==> config.mk <==
export PLATFORM = sky130hd
export DESIGN_NAME = hazard_ctrl_flat
export DESIGN_NICKNAME = d
export VERILOG_FILES = /design/src/rtl/hazard_ctrl_if.sv /design/src/rtl/hazard_ctrl.sv /design/src/flat_wrapper.sv
export SDC_FILE = /design/constraint.sdc
export NUM_CORES = 1
export LEC_CHECK = 0
export ABC_AREA = 1
export CORE_AREA = 5 5 59 114
export CTS_CLUSTER_DIAMETER = 200
export DETAILED_ROUTE_END_ITERATION = 16
export DIE_AREA = 0 0 64 119
export PLACE_DENSITY_LB_ADDON = 0.12
export SYNTH_ARGS = -nofsm -noshare
export SYNTH_HDL_FRONTEND = slang
export SYNTH_SLANG_ARGS = --single-unit
export TNS_END_PERCENT = 10
==> constraint.sdc <==
create_clock -name clk -period 2.7 [get_ports clk]
set_input_delay 0.54 -clock clk [delete_from_list [all_inputs] [get_ports clk]]
set_output_delay 0.54 -clock clk [all_outputs]
set_load 0.01 [all_outputs]
==> src/rtl/hazard_ctrl_if.sv <==
// Hazard controller bundle: Execute/Memory/Writeback hazard sources in,
// forwarding selects, stall/flush controls and event counters out.
interface hazard_ctrl_if #(
    parameter int CNT_WIDTH = 16
);
    logic [4:0]           Rs1D;
    logic [4:0]           Rs2D;
    logic [4:0]           Rs1E;
    logic [4:0]           Rs2E;
    logic [4:0]           RdE;
    logic [1:0]           ResultSrcE;
    logic [1:0]           PCSrcE;
    logic                 MulStartE;
    logic [4:0]           RdM;
    logic [4:0]           RdW;
    logic                 RegWriteM;
    logic                 RegWriteW;
    logic                 CntClr;
    logic                 StallF;
    logic                 StallD;
    logic                 StallE;
    logic                 FlushD;
    logic                 FlushE;
    logic                 FlushM;
    logic [1:0]           ForwardAE;
    logic [1:0]           ForwardBE;
    logic                 MulBusy;
    logic                 MulDoneE;
    logic [CNT_WIDTH-1:0] StallCount;
    logic [CNT_WIDTH-1:0] FlushCount;

    modport master (
        output Rs1D, Rs2D, Rs1E, Rs2E, RdE,
        output ResultSrcE, PCSrcE, MulStartE,
        output RdM, RdW, RegWriteM, RegWriteW, CntClr,
        input  StallF, StallD, StallE,
        input  FlushD, FlushE, FlushM,
        input  ForwardAE, ForwardBE,
        input  MulBusy, MulDoneE,
        input  StallCount, FlushCount
    );

    modport slave (
        input  Rs1D, Rs2D, Rs1E, Rs2E, RdE,
        input  ResultSrcE, PCSrcE, MulStartE,
        input  RdM, RdW, RegWriteM, RegWriteW, CntClr,
        output StallF, StallD, StallE,
        output FlushD, FlushE, FlushM,
        output ForwardAE, ForwardBE,
        output MulBusy, MulDoneE,
        output StallCount, FlushCount
    );
endinterface

==> src/rtl/hazard_ctrl.sv <==
// Five-stage pipeline hazard control: forwarding, load-use and branch
// handling, multi-cycle Execute sequencing and saturating event counters.
module hazard_ctrl #(
    parameter int WIDTH      = 32,
    parameter int MUL_CYCLES = 4,
    parameter int CNT_WIDTH  = 16
) (
    input  logic         clk,
    input  logic         rst,
    hazard_ctrl_if.slave bus
);
    localparam int CW = (WIDTH > 0) ? $clog2(MUL_CYCLES + 1) : 1;

    typedef enum logic [1:0] {
        S_IDLE,
        S_BUSY,
        S_DONE
    } state_t;

    state_t               r_state;
    state_t               w_state_nxt;
    logic [CW-1:0]        r_cnt;
    logic [CW-1:0]        w_cnt_nxt;
    logic                 w_mul_stall;
    logic                 w_done;
    logic                 w_lw_stall;
    logic                 w_stall_f;
    logic                 w_stall_d;
    logic                 w_stall_e;
    logic                 w_flush_d;
    logic                 w_flush_e;
    logic                 w_flush_m;
    logic [CNT_WIDTH-1:0] r_scnt;
    logic [CNT_WIDTH-1:0] r_fcnt;

    function automatic logic [1:0] fwd_sel(
        input logic [4:0] src,
        input logic       rw_m,
        input logic [4:0] rd_m,
        input logic       rw_w,
        input logic [4:0] rd_w
    );
        logic [1:0] sel;
        sel = 2'b00;
        if (rw_m && rd_m != 5'd0 && rd_m == src) begin
            sel = 2'b10;
        end else if (rw_w && rd_w != 5'd0 && rd_w == src) begin
            sel = 2'b01;
        end
        return sel;
    endfunction

    assign bus.ForwardAE = fwd_sel(bus.Rs1E, bus.RegWriteM, bus.RdM,
                                   bus.RegWriteW, bus.RdW);
    assign bus.ForwardBE = fwd_sel(bus.Rs2E, bus.RegWriteM, bus.RdM,
                                   bus.RegWriteW, bus.RdW);

    assign w_lw_stall = (bus.ResultSrcE == 2'b01) && (bus.RdE != 5'd0) &&
                        ((bus.RdE == bus.Rs1D) || (bus.RdE == bus.Rs2D));

    always_ff @(posedge clk or negedge rst) begin
        if (!rst) begin
            r_state <= S_IDLE;
            r_cnt   <= '0;
        end else begin
            r_state <= w_state_nxt;
            r_cnt   <= w_cnt_nxt;
        end
    end

    // A start seen while reset is held must not stall the pipeline.
    always_comb begin
        w_state_nxt = r_state;
        w_cnt_nxt   = r_cnt;
        w_mul_stall = 1'b0;
        w_done      = 1'b0;
        unique case (r_state)
            S_IDLE: begin
                if (bus.MulStartE && rst) begin
                    w_mul_stall = 1'b1;
                    w_cnt_nxt   = CW'(MUL_CYCLES - 3);
                    w_state_nxt = S_BUSY;
                end
            end
            S_BUSY: begin
                w_mul_stall = 1'b1;
                if (r_cnt == '0) begin
                    w_state_nxt = S_DONE;
                end else begin
                    w_cnt_nxt = r_cnt - 1'b1;
                end
            end
            S_DONE: begin
                w_done      = 1'b1;
                w_state_nxt = S_IDLE;
            end
            default: begin
                w_state_nxt = S_IDLE;
            end
        endcase
    end

    always_comb begin
        w_stall_f = 1'b0;
        w_stall_d = 1'b0;
        w_stall_e = 1'b0;
        w_flush_d = 1'b0;
        w_flush_e = 1'b0;
        w_flush_m = 1'b0;
        if (!rst) begin
            w_stall_f = 1'b0;
        end else if (w_mul_stall) begin
            w_stall_f = 1'b1;
            w_stall_d = 1'b1;
            w_stall_e = 1'b1;
            w_flush_m = 1'b1;
        end else if (bus.PCSrcE != 2'b00) begin
            // Redirect discards the Decode instruction, so no load-use hold.
            w_flush_d = 1'b1;
            w_flush_e = 1'b1;
        end else if (w_lw_stall) begin
            w_stall_f = 1'b1;
            w_stall_d = 1'b1;
            w_flush_e = 1'b1;
        end
    end

    assign bus.StallF   = w_stall_f;
    assign bus.StallD   = w_stall_d;
    assign bus.StallE   = w_stall_e;
    assign bus.FlushD   = w_flush_d;
    assign bus.FlushE   = w_flush_e;
    assign bus.FlushM   = w_flush_m;
    assign bus.MulBusy  = (r_state != S_IDLE);
    assign bus.MulDoneE = w_done;

    always_ff @(posedge clk or negedge rst) begin
        if (!rst) begin
            r_scnt <= '0;
            r_fcnt <= '0;
        end else if (bus.CntClr) begin
            r_scnt <= '0;
            r_fcnt <= '0;
        end else begin
            if (w_stall_f && r_scnt != '1) begin
                r_scnt <= r_scnt + 1'b1;
            end
            if (w_flush_d && r_fcnt != '1) begin
                r_fcnt <= r_fcnt + 1'b1;
            end
        end
    end

    assign bus.StallCount = r_scnt;
    assign bus.FlushCount = r_fcnt;
endmodule

==> src/flat_wrapper.sv <==
// flat-port wrapper written by rule: the top's interface ports become plain ports
module hazard_ctrl_flat 
#(
    parameter int WIDTH      = 32,
    parameter int MUL_CYCLES = 4,
    parameter int CNT_WIDTH  = 16
)
  (clk, rst, bus_Rs1D, bus_Rs2D, bus_Rs1E, bus_Rs2E, bus_RdE, bus_ResultSrcE, bus_PCSrcE, bus_MulStartE, bus_RdM, bus_RdW, bus_RegWriteM, bus_RegWriteW, bus_CntClr, bus_StallF, bus_StallD, bus_StallE, bus_FlushD, bus_FlushE, bus_FlushM, bus_ForwardAE, bus_ForwardBE, bus_MulBusy, bus_MulDoneE, bus_StallCount, bus_FlushCount);
  hazard_ctrl_if #(.CNT_WIDTH(CNT_WIDTH)) bus_i ();
  input  logic clk;
  input  logic rst;
  input wire logic [$bits(bus_i.Rs1D)-1:0] bus_Rs1D;
  input wire logic [$bits(bus_i.Rs2D)-1:0] bus_Rs2D;
  input wire logic [$bits(bus_i.Rs1E)-1:0] bus_Rs1E;
  input wire logic [$bits(bus_i.Rs2E)-1:0] bus_Rs2E;
  input wire logic [$bits(bus_i.RdE)-1:0] bus_RdE;
  input wire logic [$bits(bus_i.ResultSrcE)-1:0] bus_ResultSrcE;
  input wire logic [$bits(bus_i.PCSrcE)-1:0] bus_PCSrcE;
  input wire logic [$bits(bus_i.MulStartE)-1:0] bus_MulStartE;
  input wire logic [$bits(bus_i.RdM)-1:0] bus_RdM;
  input wire logic [$bits(bus_i.RdW)-1:0] bus_RdW;
  input wire logic [$bits(bus_i.RegWriteM)-1:0] bus_RegWriteM;
  input wire logic [$bits(bus_i.RegWriteW)-1:0] bus_RegWriteW;
  input wire logic [$bits(bus_i.CntClr)-1:0] bus_CntClr;
  output wire logic [$bits(bus_i.StallF)-1:0] bus_StallF;
  output wire logic [$bits(bus_i.StallD)-1:0] bus_StallD;
  output wire logic [$bits(bus_i.StallE)-1:0] bus_StallE;
  output wire logic [$bits(bus_i.FlushD)-1:0] bus_FlushD;
  output wire logic [$bits(bus_i.FlushE)-1:0] bus_FlushE;
  output wire logic [$bits(bus_i.FlushM)-1:0] bus_FlushM;
  output wire logic [$bits(bus_i.ForwardAE)-1:0] bus_ForwardAE;
  output wire logic [$bits(bus_i.ForwardBE)-1:0] bus_ForwardBE;
  output wire logic [$bits(bus_i.MulBusy)-1:0] bus_MulBusy;
  output wire logic [$bits(bus_i.MulDoneE)-1:0] bus_MulDoneE;
  output wire logic [$bits(bus_i.StallCount)-1:0] bus_StallCount;
  output wire logic [$bits(bus_i.FlushCount)-1:0] bus_FlushCount;
  assign bus_i.Rs1D = bus_Rs1D;
  assign bus_i.Rs2D = bus_Rs2D;
  assign bus_i.Rs1E = bus_Rs1E;
  assign bus_i.Rs2E = bus_Rs2E;
  assign bus_i.RdE = bus_RdE;
  assign bus_i.ResultSrcE = bus_ResultSrcE;
  assign bus_i.PCSrcE = bus_PCSrcE;
  assign bus_i.MulStartE = bus_MulStartE;
  assign bus_i.RdM = bus_RdM;
  assign bus_i.RdW = bus_RdW;
  assign bus_i.RegWriteM = bus_RegWriteM;
  assign bus_i.RegWriteW = bus_RegWriteW;
  assign bus_i.CntClr = bus_CntClr;
  assign bus_StallF = bus_i.StallF;
  assign bus_StallD = bus_i.StallD;
  assign bus_StallE = bus_i.StallE;
  assign bus_FlushD = bus_i.FlushD;
  assign bus_FlushE = bus_i.FlushE;
  assign bus_FlushM = bus_i.FlushM;
  assign bus_ForwardAE = bus_i.ForwardAE;
  assign bus_ForwardBE = bus_i.ForwardBE;
  assign bus_MulBusy = bus_i.MulBusy;
  assign bus_MulDoneE = bus_i.MulDoneE;
  assign bus_StallCount = bus_i.StallCount;
  assign bus_FlushCount = bus_i.FlushCount;
  hazard_ctrl #(.WIDTH(WIDTH), .MUL_CYCLES(MUL_CYCLES), .CNT_WIDTH(CNT_WIDTH)) u_core (.clk(clk), .rst(rst), .bus(bus_i));
endmodule
==> results of run 1 <==
## worst max-delay path by stage
stage                              from               end  slack, ns  depth (start not counted)
final                        bus_RdM[1]  bus_ForwardBE[1]      -0.13                          6
after global placement       bus_RdM[4]  bus_ForwardBE[0]      -0.25                          6
after CTS                    bus_RdM[0]  bus_ForwardBE[1]      -0.15                          7
after global routing         bus_RdM[0]  bus_ForwardBE[1]      -0.17                          7
after detailed placement     bus_RdM[4]  bus_ForwardAE[0]      -0.25                          6
after floorplan           bus_MulStartE        bus_StallF       0.62                         10
## power breakdown
part / total, uW / switching (uW) / internal [uW]
clock network: 692 / 231 / 461
logic: 612 / 348 / 264
registers: 630 / 31.1 / 599
total: 1930 / 610 / 1320
## flip-flops by register name (all words and copies together), names as in the netlist
register and cells:
u_core.bus.FlushCount 16, u_core.r_cnt 3, u_core.bus.StallCount 16, u_core.r_state 2
## worst max-delay path: cells and delay by family
| kind | cells | cell delay, ns |
|---|---|---|
| AND/OR/NAND/NOR | 2 | 0.33 |
| buffers and inverters | 3 | 1.25 |
| XOR/XNOR | 1 | 0.17 |
## Yosys cell counts
library cell | count | area, um^2
o41ai_1 | 2 | 17.5
inv_1 | 55 | 206
ha_1 | 4 | 50.1
o21ai_1 | 2 | 10.0
o21ai_0 | 13 | 65.1
xnor2_1 | 17 | 149
nor2_2 | 3 | 18.8
clkinv_1 | 1 | 3.75
xor2_1 | 26 | 228
nor2_1 | 34 | 128
nand4_1 | 27 | 169
buf_2 | 5 | 25.0
clkbuf_1 | 2 | 7.51
nor4_1 | 2 | 12.5
a21oi_1 | 2 | 10.0
nand3b_1 | 2 | 15.0
clkinv_4 | 1 | 8.76
dfrtp_1 | 37 | 926
a31o_2 | 1 | 8.76
or2_2 | 3 | 18.8
nand2_4 | 4 | 45.0
buf_4 | 3 | 22.5
nor2_4 | 1 | 11.3
o31ai_1 | 5 | 37.5
nand4_4 | 1 | 21.3
buf_6 | 1 | 11.3
nor3_1 | 11 | 55.1
nand3_1 | 40 | 200
nand2_1 | 87 | 327
o22ai_1 | 1 | 6.26
nand2_2 | 1 | 6.26
## through the flow
stage               hold slack (ns)  total power [uW]  TNS, ns  worst slack, ns  cells
floorplan                     0.244               964        0            0.615    394
global placement              0.461              1250    -1.16           -0.245    546
detailed placement            0.466              1260    -1.25           -0.246    546
CTS                           0.182              1950   -0.408           -0.150    554
global route                  0.205              2050   -0.204           -0.173    554
finish                        0.187              1930   -0.134           -0.134    554
## cell usage in the layout (no fill, tap or decap), drive strengths merged, types with 15 or more instances in the layout
master	synthesis	layout
o21ai	15	15
nand4	28	28
buf	9	15
nor2	38	38
nand3	40	40
xnor2	17	17
xor2	26	26
dfrtp	37	37
inv	55	55
nand2	92	92
clkdlybuf4s50	0	76
## logic make-up (layout without fill, tap and decap cells)
logic type | count (synthesis) | count (layout) | share of synthesized area, %
AOI/OAI and AO/OA | 26 | 26 | 5.50
xor gates and xnor gates | 43 | 43 | 13.4
adders and majority gates | 4 | 4 | 1.77
buffers and inverters | 68 | 167 | 10.1
DFF | 37 | 37 | 32.8
and+or+nand+nor | 216 | 216 | 36.4
## what timing repair did
action	in CTS	in global routing
gates resized for setup	8	16
endpoints found under the hold margin	0	0
setup endpoints to repair	8	8
## area by class of cell
| class | count | area share (%) |
|---|---|---|
| multi-input cells | 289 | 41.2 |
| inverters | 57 | 5.43 |
| well taps | 61 | 1.89 |
| clock inverters | 1 | 0.744 |
| clock buffers | 7 | 3.53 |
| repair buffers | 102 | 24.2 |
| flip-flops and latches | 37 | 22.9 |
## routing by layer
| layer | GRT usage, % | up-vias | part of all wire, % |
|---|---|---|---|
| met5 | 0 | - | 0 |
| met4 | 11.8 | 0 | 3.9 |
| met3 | 5.46 | 23 | 5.5 |
| met2 | 42.0 | 103 | 55 |
| met1 | 24.2 | 1386 | 36 |
| li1 | - | 1478 | - |
==> results.yml, run 1 <==
finish:
  fin_util_pct: 70.7
  antenna_cells: 0
  ff_latch_area_um2: 926
  syn2layout_area_growth_pct: 43.1
  multi_input_area_mm2: 0.00166
  drive_above_1_share_pct: 9.53
  fin_area_mm2: 0.00404
  finalNetCount: 541
  fillers: 482
synthesis:
  synth_seq_area_share_pct: 32.8
  synth.distinct_cells: 31
  syn_inst: 394
  synth_area_mm2: 0.00282
  ys_warn_count: 0
  synthesis.nets: 443
  syn_avg_cell_area_um2: 7.16
  synth-seq-cells: 37
clock_tree:
  holdBufCountCts: 0
  cts_tree: "built"
  numClockSinks: 37
  cts_setup_buffers: 0
  cts_made_buffers: 5
  clkLatencyLatePin_ns: 0.29
  cts_max_path_buffers: 2
  cts-root-buf: "clkbuf_16"
  cts_max_level: 2
  clk_pin_slew_ns: 0.06
setup_path:
  path_cells: "clkdlybuf4s50_1 -> xnor2_1 -> nand4_1 -> nor3_2 -> buf_4 -> clkdlybuf4s50_1"
  crit_fanout: 3
  cp.arrival_ns: 2.29
  crit_type: "input pin to primary output"
  r2r-end: "u_core.bus.StallCount[2]"
  reg2reg_slack_ns: 0.76
  start_kind: "input pin"
  max_stage_delay_ns: 0.60
  cpMaxStageDelayCell: "clkdlybuf4s50_1"
  cpMostUsedCell: "clkdlybuf4s50_1"
  worstSetupEndpointType: "primary output"
  crit-reg2reg-launch: "u_core.bus.StallCount[0]"
  ff2ff_path_depth: 9
  required_ns: 2.16
sta:
  setup_violations: 1
  finalMaxSlewViolations: 0
  layout_setup_ws_ns: -0.134
  slew_headroom_pct: 66.5
  fin_crit_ns: 2.83
  finalClockSkew_ns: 0.00358
  rsz0062_at_grt: "true"
  finalHoldViolCount: 0
  period_share_pct: 105
  fmax_ghz: 0.353
  worstMarginPinSlew_ns: 0.499
routing:
  ant_nets: 0
  via_count: 2990
  first_pass_iters: 4
  drt_wl_total_um: 8460
  wire_per_inst_um: 15.3
  vias_per_cell: 5.40
  drt_iter0_markers: 99
  post-route-drc-count: 0
placement:
  gp_congestion: 0.900
  port_buffers: 88
  hpwl_um: 6630
  postPlaceCellArea_mm2: 0.00381
status:
  status: "finished with violations"
  violations: "negative setup slack"
grt:
  antenna_found_initial: 0
  grt_max_degree: 33
  grt_pass1_wl_um: 14200
  grt_overflow: 0
  grt_pass1_vias: 2982
  grt_usage_pct: 23.3
power:
  p_per_area_mw_per_mm2: 479
  ir_drop_mv: 0.581
  leakagePower_uw: 0.00197
run:
  cap_violations: 0
floorplanning:
  die_w_um: 64
  dieHeight_um: 119
  dieArea_mm2: 0.00762
  start_util_pct: 49.4
  io_pins: 89
  row_count: 39
  core-area_mm2: 0.00571
hold_path:
  hold_path_class: "input pin to async pin"
(Power assumes the default switching activity.)
==> inputs of run 2 (changes only) <==
CORE_AREA = 5 5 61 118   (was 5 5 59 114)
DIE_AREA = 0 0 66 123   (was 0 0 64 119)
clock period = 2.8 ns   (was 2.7 ns; I/O delays follow)
==> run 2 against run 1 <==
Against the previous run: the run still ends with negative setup slack left; via count shrank 2.5%; clock power fell by 13%; sequential share of layout area fell by 0.078 points; first-iteration DRC count is 69% higher; non-clock buffer count increased by 2; critical path type unchanged; critical endpoint is now bus_ForwardAE[0]; largest cell class unchanged; largest power group is now registers.
==> results.yml, run 2 (synthesis results as in run 1) <==
status:
  status: "finished with violations"
  violations: "negative setup slack"
sta:
  finalHoldViolCount: 0
  period_share_pct: 101
  worstMarginPinSlew_ns: 0.631
  finalMaxSlewViolations: 0
  setup-tns-final_ns: -0.0329
  rsz0062_at_grt: "true"
  layout_setup_ws_ns: -0.0329
  setup_violations: 1
  slew_headroom_pct: 57.6
  fin_crit_ns: 2.83
  hold-worst-slack_ns: 0.363
  fmax_ghz: 0.353
  finalClockSkew_ns: 0.00549
finish:
  fillers: 573
  drive_above_1_share_pct: 8.69
  syn2layout_area_growth_pct: 43.6
  fin_util_pct: 65.2
  final_cell_mix: "87 x nand2_1, 78 x clkdlybuf4s50_1, 55 x inv_1"
  finalNetCount: 543
  mostFrequentLayoutCell: "nand2_1"
  antenna_cells: 0
placement:
  port_buffers: 88
  gp_congestion: 0.906
  hpwl_um: 5940
floorplanning:
  core-area_mm2: 0.00621
  io_pins: 89
  dieHeight_um: 123
  die_w_um: 66
  dieArea_mm2: 0.00812
  row_count: 41
  start_util_pct: 45.4
setup_path:
  cp.arrival_ns: 2.27
  cpMaxStageDelayCell: "clkdlybuf4s50_1"
  crit-reg2reg-launch: "u_core.bus.StallCount[0]"
  cpMostUsedCell: "clkdlybuf4s50_1"
  worstSetupEndpointType: "primary output"
  crit_family: "buffers and inverters"
  crit_type: "input pin to primary output"
  required_ns: 2.24
  critPathBufInv: 2
  max_stage_delay_ns: 0.54
  path_cells: "clkdlybuf4s50_1 -> xor2_1 -> nor4_2 -> nand3_1 -> nor2_1 -> clkdlybuf4s50_1"
  start_kind: "input pin"
  reg2reg_slack_ns: 0.89
  ff2ff_path_depth: 9
  r2r-end: "u_core.bus.StallCount[6]"
  crit_fanout: 3
routing:
  drt_iter0_markers: 167
  ant_nets: 0
  wire_per_inst_um: 13.2
  drt_wl_total_um: 7680
  vias_per_cell: 5.02
  post-route-drc-count: 0
  via_count: 2914
  first_pass_iters: 4
power:
  p_per_area_mw_per_mm2: 442
  leakagePower_uw: 0.00195
  ir_drop_mv: 0.340
  p_total_uw: 1790
clock_tree:
  cts_max_level: 2
  cts_setup_buffers: 0
  cts_max_path_buffers: 2
  cts_tree: "built"
  clk_pin_slew_ns: 0.06
  cts_made_buffers: 5
  clkLatencyLatePin_ns: 0.28
  numClockSinks: 37
  cts-root-buf: "clkbuf_16"
grt:
  grt_usage_pct: 20.2
  grt_pass1_wl_um: 13100
  grt.busiest_layer: "met2"
  grt_max_degree: 38
  grt_overflow: 0
  use_met1_pct: 26.4
  grtUsageMet2_pct: 34.3
  grt_pass1_vias: 2810
  antenna_found_initial: 0
  use_met3_pct: 3.45
run:
  cap_violations: 0
hold_path:
  hold_path_class: "input pin to async pin"
-- run 2: how the worst max path moves through the flow --
stage                        from                to  slack, ns  depth (start not counted)
detailed placement     bus_RdM[4]  bus_ForwardAE[0]      -0.11                          6
CTS                    bus_RdW[3]  bus_ForwardAE[0]      -0.05                          6
finish                 bus_RdW[3]  bus_ForwardAE[0]      -0.03                          6
global placement       bus_RdM[4]  bus_ForwardBE[0]      -0.09                          6
global route           bus_RdW[1]  bus_ForwardAE[0]      -0.16                          7
floorplan           bus_MulStartE        bus_StallF       0.68                         10
-- run 2: per-layer routing --
layer  routed length [um]  vias to the layer above
li1                     -                     1478
met1                 3280                     1362
met2                 3960                       67
met3                  344                        7
met4                   97                        0
met5                    0                        -
-- run 2: repair_timing --
| item | 4_1_cts | 5_1_grt |
|---|---|---|
| hold buffers | 0 | 0 |
| gates resized for setup | 10 | 3 |
| hold endpoints to repair | 0 | 0 |
| endpoints found under the setup margin | 6 | 3 |
| pin swaps | 0 | 2 |
-- run 2: metrics by stage --
stage	worst slack [ns]	instances	instance area (um^2)
finish	-0.0329	581	4050
CTS	-0.0502	581	4040
floorplan	0.675	394	2820
global route	-0.164	581	4050
detailed placement	-0.111	573	3860
global placement	-0.0919	573	3860
-- run 2: power breakdown --
group	internal, uW	total (uW)	switching (uW)
Sequential	577	606	28.4
Clock	382	603	221
Combinational	261	582	321
Total	1220	1790	570
-- run 2: layout make-up --
class                   count  area [um^2]  share of cell area [%]
multi-input cells         289         1640                    40.5
clock buffers               7          153                    3.77
clock inverters             1         8.76                   0.216
flip-flops and latches     37          926                    22.9
inverters                  57          219                    5.41
repair buffers            104          996                    24.6
well taps                  86          108                    2.66
